File: config.mk
export PLATFORM = sky130hd
export DESIGN_NAME = uart_rx_deframer
export DESIGN_NICKNAME = d
export VERILOG_FILES = /design/src/rtl/uart_rx_deframer.sv
export SDC_FILE = /design/constraint.sdc
export NUM_CORES = 1
export LEC_CHECK = 0
export ABC_CLOCK_PERIOD_IN_PS = 1800
export BUFFER_PORTS_ARGS = -buffer_cell sky130_fd_sc_hd__buf_2
export CORE_MARGIN = 4
export CORE_UTILIZATION = 51
export DETAILED_ROUTE_END_ITERATION = 8
export GPL_TIMING_DRIVEN = 0
export PLACE_DENSITY = 0.74
export SYNTH_ARGS = -nofsm -noshare
export SYNTH_HDL_FRONTEND = slang
export SYNTH_SLANG_ARGS = --single-unit
File: constraint.sdc
create_clock -name i_clk -period 1.8 [get_ports i_clk]
set_clock_uncertainty 0.1 [all_clocks]
set_input_delay 0.18 -clock i_clk [delete_from_list [all_inputs] [get_ports i_clk]]
set_output_delay 0.18 -clock i_clk [all_outputs]
set_load 0.03 [all_outputs]
File: src/rtl/uart_rx_deframer.sv
// uart_rx_deframer: UART receiver with glitch reject, mid-bit majority vote and one-byte holding register.
// Define UART_RX_PARITY_EN for 8E1 framing with parity checking; otherwise 8N1.
module uart_rx_deframer #(
   parameter int CLK_FREQ     = 25000000,
   parameter int BAUD         = 115200,
   parameter int CLKS_PER_BIT = CLK_FREQ / BAUD
) (
   input  logic       i_clk,
   input  logic       i_rst_n,
   input  logic       i_rx,
   output logic [7:0] o_data,
   output logic       o_valid,
   input  logic       i_ready,
   output logic       o_busy,
   output logic       o_frame_err,
   output logic       o_overrun,
   output logic       o_parity_err
);
   localparam int H  = CLKS_PER_BIT / 2;
   localparam int CW = $clog2(CLKS_PER_BIT);
   if (CLKS_PER_BIT < 4) begin : g_bad_cfg
      $error("uart_rx_deframer: CLKS_PER_BIT must be >= 4");
   end
   typedef enum logic [2:0] {IDLE, START, DATA, STOP, WAIT_IDLE
`ifdef UART_RX_PARITY_EN
      , PARITY
`endif
   } state_t;
   state_t        state;
   logic [CW-1:0] cnt;
   logic [2:0]    bit_idx;
   logic [1:0]    hist;
   logic [7:0]    sh;
   logic          vote;
   logic          bit_end;
`ifdef UART_RX_PARITY_EN
   logic          par;
`endif
   // hist holds the two previous samples; the current i_rx completes the 3-sample window
   assign vote    = (i_rx & hist[0]) | (i_rx & hist[1]) | (hist[0] & hist[1]);
   assign bit_end = cnt == CW'(CLKS_PER_BIT - 1);
   assign o_busy  = state != IDLE;
   always_ff @(posedge i_clk) begin
      if (!i_rst_n) begin
         state        <= IDLE;
         cnt          <= '0;
         bit_idx      <= '0;
         hist         <= 2'b11;
         sh           <= '0;
         o_data       <= '0;
         o_valid      <= 1'b0;
         o_frame_err  <= 1'b0;
         o_overrun    <= 1'b0;
         o_parity_err <= 1'b0;
`ifdef UART_RX_PARITY_EN
         par          <= 1'b0;
`endif
      end else begin
         hist         <= {hist[0], i_rx};
         cnt          <= cnt + 1'b1;
         o_frame_err  <= 1'b0;
         o_overrun    <= 1'b0;
         o_parity_err <= 1'b0;
         if (o_valid && i_ready) o_valid <= 1'b0;
         case (state)
            IDLE: if (!i_rx) begin
               state <= START;
               cnt   <= '0;
            end
            START: if (cnt == CW'(H - 1)) begin
               cnt     <= '0;
               bit_idx <= '0;
               state   <= vote ? IDLE : DATA;
            end
            DATA: if (bit_end) begin
               cnt     <= '0;
               sh      <= {vote, sh[7:1]};
               bit_idx <= bit_idx + 3'd1;
`ifdef UART_RX_PARITY_EN
               if (bit_idx == 3'd7) state <= PARITY;
`else
               if (bit_idx == 3'd7) state <= STOP;
`endif
            end
`ifdef UART_RX_PARITY_EN
            PARITY: if (bit_end) begin
               cnt   <= '0;
               par   <= vote;
               state <= STOP;
            end
`endif
            STOP: if (bit_end) begin
               cnt <= '0;
               if (!vote) begin
                  o_frame_err <= 1'b1;
                  state       <= WAIT_IDLE;
               end else begin
                  state <= IDLE;
`ifdef UART_RX_PARITY_EN
                  if (par != ^sh) o_parity_err <= 1'b1;
                  else if (o_valid && !i_ready) o_overrun <= 1'b1;
`else
                  if (o_valid && !i_ready) o_overrun <= 1'b1;
`endif
                  else begin
                     o_data  <= sh;
                     o_valid <= 1'b1;
                  end
               end
            end
            WAIT_IDLE: if (i_rx) state <= IDLE;
            default: state <= IDLE;
         endcase
      end
   end
endmodule
# Word level (Yosys, flattened, before mapping)
# Cells that the tools add are included.
[word_totals] regBits=35 input_bits=4 out_inout_bits=13 word_cells=66
[classes] n_addsub=2 eq_ne=13 mux=23 n_bitwise=6 n_reduce_logical=13
[ops] cell="two-way mux 3 bit" n=9
[ops] cell="two-way mux 8 bit" n=3
[ops] cell="one-hot mux 8 bit (3 select lines)" n=1
[ops] cell="one-hot mux 3 bit (5 select lines)" n=1
[ops] cell="inequality test 2 bit, second input constant" n=6
[ops] cell="adder 8 x 1 -> 8 bit, second input constant" n=1
[ops] cell="== test 8 x 7 -> 1 bit, second input constant" n=1
[ops] cell="== test 8 bit, second input constant" n=1
[ops] cell="AND reduction 4 bit" n=2
[ops] cell="two-way mux 1 bit" n=7
[ops] cell="== test 3 x 2 -> 1 bit, second input constant" n=2
[ops] cell="== test 3 bit, second input constant" n=2
[ops] cell="one-hot mux 3 bit (2 select lines)" n=1
[ops] cell="AND reduction 3 bit" n=2
[ops] cell="AND reduction 6 bit" n=1
[ops] cell="adder 3 x 1 -> 3 bit, second input constant" n=1
[ops] cell="AND 1 bit" n=3
[ops] cell="== test 3 x 1 -> 1 bit, second input constant" n=1
[ops] cell="logical NOT 3 bit" n=1
[ops] cell="nonzero test 3 bit" n=1
[ops] cell="logical AND 1 bit" n=2
[ops] cell="two-way mux 2 bit" n=1
[ops] cell="bitwise OR 1 bit" n=2
[ops] cell="AND reduction 2 bit" n=1
[ops] cell="other kinds (4)" n=4

# Depth between registers and ports, before layout
[depth] depth_word=6 mapped_depth=8 ltp_nobuf=6

# Least setup slack after synthesis
# OpenSTA, ideal clock, no wires.
[synth_path] path_kind="register to register" start="register cnt[0]" end="register state[0]" setup_time_ps=72 arrival_time_ps=1477 t_required_ps=1628 slack_ps=152 stages_incl_launch_ff=6 path_buffers=0 period_less_slack_ps=1648 path_cell_list="dfxtp_1 ha_1 and4bb_2 a311oi_4 a211o_4 mux2i_1"
[synth_between] elab_chain_len=3 word_cells_on_any_way=6 cone_classes="5 x eq/ne; 1 x reduce/logical"
[synth_lines] element="start, declared" line="30" text="logic [CW-1:0] cnt;"
[synth_lines] element="start signal, assigned" line="60" text="cnt <= cnt + 1'b1;"
[synth_lines] element="== test 8 x 7 -> 1 bit / == test 8 bit (equally long branches)" line="70, 41"
[synth_lines] element="inequality test 2 bit (no source line)"
[synth_lines] element="AND reduction 6 bit (no source line) (*)"
[synth_lines] element="end signal, assigned" line="73" text="state <= vote ? IDLE : DATA;"
[synth_lines] element="end, declared" line="29" text="state_t state;"
# Mark *: on every way between the ends. The rest lies on a longest branch, timed or not.
# A chain may end at the register's enable or synchronous reset.

# Worst setup path after layout
[layout_path] start="input port i_rx" end="register o_data[0]"
[layout_between] elab_chain_len=4 word_cells_on_any_way=5 cone_classes="4 x bitwise; 1 x reduce/logical"
[layout_lines] element="start, declared" line="10" text="input logic i_rx,"
[layout_lines] element="AND 1 bit" line="40" text="assign vote = (i_rx & hist[0]) | (i_rx & hist[1]) | (hist[0] & hist[1]);"
[layout_lines] element="bitwise OR 1 bit (*) (2 in series)" line="40"
[layout_lines] element="AND reduction 4 bit (no source line) (*)"
[layout_lines] element="end signal, assigned" line="106" text="o_data <= sh;"
[layout_lines] element="end, declared" line="11" text="output logic [7:0] o_data,"
# Marked as above.

==> run summary <==
Library cells used by synthesis - 41
Routed wire length - 3.210 mm
Critical path's most frequent cell - buf_2
Initial antenna violation count - 0
IO Count - 17
Worst R2R End - state[0]$_SDFFE_PN0P_
Yosys reg bits - 35
Max FO, Critical Path - 9
Finish-stage setup viols - 0
Worst hold start - i_ready
Post-synth EDFFs - 0
Top_reg_cell synth - dfxtp_1
Synth Area per Inst - 8.829 µm²
Die X - 63.51 µm
Crit-path cells - dlygate4sd3_1, buf_2, maj3_1, and3_1, buf_2, nand3_1, a21oi_1
Placed cell areas - 1685 µm²
Simple-gate share of the synthesized area - 25.16%
Die area - 4034 µm²
DRT antenna net count - 0
Most common cell after layout, fill and taps aside - dfxtp_1
Peak supply drop - 475.3 µV
Hold Crit Class - input port to flip-flop
Crit path buffers/inverters - 3
Register area - 703.2 µm²
Period utilization - 97.32%
Number of diodes - 0
Crit-path slowest cell - dlygate4sd3_1
Largest family of logic cells by synthesized area - simple AND/OR/NAND/NOR gates
Row Count - 19
IO buf count - 15
R2R depth - 6
Layout cell share with drive strength beyond 1 - 22.33%
Router iterations before antenna repair - 4
Overflow after GRT - 0
CTS tree - built
CP max stage delay - 530 ps
Final hold slack - 83.81 ps
H-tree depth - 2
Reg2reg start - bit_idx[0]$_SDFFE_PN0P_
Most frequent cells in the layout - dfxtp_1, nand2_1, a21oi_1, buf_2, nand3_1
Synth Area in Compound Gates - 16.08%
Wire length of the first global-routing pass - 5.402 mm
Hold Path Stages - 3
RePlAce Congestion - 0.8077
Minimum clock period - 1752 ps
Post-DP HPWL - 2.154 mm
Largest net degree at the start of global routing - 12
Design area - 1837 µm²
CP Class - input port to flip-flop
CP delay by family, top - buffers and inverters
Worst EP arrival - 1870 ps
Post-synthesis mux area share - 1.911%
Pwr dens - 840.9 nW/µm²
Core Box Area - 2853 µm²
Deepest clock path buffer count - 2
Post-synthesis adder-cell area fraction - 3.822%
Number of vias per cell - 5.565
Hold endpoint - o_overrun$_SDFF_PN0_
Ys Warns - 0
Nets - 213
Sequential area share after synthesis - 44.59%
Layout fillers - 239
Mapped Area - 1572 µm²
P_leak - 0.7313 nW
CTS buffer count - 5
Clk sink count - 35
Xor-xnor portion of the synthesized cell area - 3.344%
Worst skew pair latency - 350 ps
Peak Freq - 570.8 MHz
Worst endpoint required time - 1920 ps
Synth Instances - 178
First DRT Iteration DRCs - 86
Clock transition at path regs - 100 ps
P&R area growth vs syn - 16.88%
Status - finished clean
Root Driver - clkbuf_4
Max-slew violations - 0
Final hold viol count - 0
Final core utilization - 64.39%
Number of global-route vias before repair - 1240
Wire per inst - 13.54 µm
Chip height - 63.51 µm
Crit path launch type - input port
Starting Density - 55.09%
Max Cap Viol - 0
DRC - 0
Mapped Nets - 186
Via count - 1319
GRT Total Usage - 16.90%
R2r setup slk - 70 ps
Post-synth ARST share - 0%
Worst setup EP type - flip-flop
Multi-input combinational cell area - 809.5 µm²
==> worst reg2reg max path, delay by kind of cell (launching register included) <==
| kind | cells | cell delay [ps] |
|---|---|---|
| AOI/OAI and AO/OA | 2 | 310 |
| adders and majority gates | 2 | 380 |
| DFF | 1 | 350 |
| muxes | 1 | 180 |
| and+or+nand+nor | 1 | 360 |
==> layout make-up <==
type / count / share of cell area, %
multi-input cells: 129 / 44.07
flip-flops and latches: 35 / 38.28
repair buffers: 20 / 6.540
plain buffers: 10 / 3.474
clock buffers: 6 / 2.793
well taps: 31 / 2.112
clock inverters: 2 / 1.907
inverters: 4 / 0.8174
==> cell usage after synthesis, types with 2 or more instances <==
library cell | n | area (µm²)
nor2_1 | 11 | 41.29
a21oi_1 | 20 | 100.1
nand2b_1 | 3 | 18.77
o21ai_0 | 9 | 45.04
dfxtp_1 | 35 | 700.7
o31ai_1 | 2 | 15.01
ha_1 | 4 | 50.05
xor2_1 | 4 | 35.03
xnor2_1 | 2 | 17.52
inv_1 | 4 | 15.01
buf_4 | 3 | 22.52
nor2b_1 | 3 | 18.77
nand3_1 | 14 | 70.07
mux2i_1 | 3 | 30.03
or3_1 | 3 | 18.77
nor3_1 | 2 | 10.01
buf_2 | 4 | 20.02
nand2_1 | 24 | 90.09
clkbuf_1 | 2 | 7.510
and3_1 | 5 | 31.28
==> stage by stage <==
step                      cells  TNS (ps)  setup WS [ps]  power [mW]
after floorplan             178         0          151.8      0.9119
after global placement      224         0          62.11      0.9387
after detailed placement    224         0          2.159      0.9414
after CTS                   235         0          11.12       1.536
after global routing        237    -29.42         -14.22       1.603
final                       237         0          48.19       1.545
==> cells by family (layout without fill, tap and decap cells) <==
| group | after synthesis | after routing |
|---|---|---|
| AND/OR/NAND/NOR | 77 | 77 |
| AO/OA/AOI/OAI | 37 | 37 |
| multiplexers | 3 | 3 |
| flip-flops | 35 | 35 |
| XOR/XNOR | 6 | 6 |
| adder cells (fa/ha/maj) | 5 | 5 |
| other | 1 | 1 |
| buffers and inverters | 14 | 42 |
==> per-layer routing <==
layer | share of wire [%] | global-route usage, %
met5 | 0 | 0
met4 | 1.5 | 7.547
met3 | 6.1 | 6.572
met2 | 47 | 26.21
met1 | 45 | 20.57
==> what timing repair did <==
item | CTS | global route
hold endpoints to repair | 2 | 0
setup buffers | 0 | 2
pin swaps | 1 | 4
setup endpoints to repair | 5 | 30
hold buffers | 3 | 0
resized for setup | 0 | 8
==> sequential cells by signal, indices dropped and copies added (netlist names) <==
register / count
o_frame_err: 1
o_overrun: 1
hist: 2
sh: 8
state: 3
o_data: 8
bit_idx: 3
o_valid: 1
cnt: 8
==> report_power, final <==
part | internal (mW) | switching, mW | leakage [nW]
Combinational | 0.0619 | 0.0785 | 0.399
Clock | 0.328 | 0.276 | 0.0482
Sequential | 0.787 | 0.0127 | 0.284
Total | 1.18 | 0.367 | 0.731
==> worst max-delay path by stage <==
stage	start	endpoint	slack, ps	cells after the start
4_1_cts	cnt[0]$_SDFF_PN0_	state[0]$_SDFFE_PN0P_	10	5
2_1_floorplan	cnt[0]$_SDFF_PN0_	state[0]$_SDFFE_PN0P_	150	5
6_report	i_rx	o_data[0]$_SDFFE_PN0P_	50	7
3_5_place_dp	cnt[0]$_SDFF_PN0_	cnt[6]$_SDFF_PN0_	2	5
5_1_grt	state[2]$_SDFFE_PN0P_	sh[3]$_SDFFE_PN0P_	-10	6
3_3_place_gp	cnt[0]$_SDFF_PN0_	cnt[2]$_SDFF_PN0_	60	5
Power figures use the tool's default switching activity.
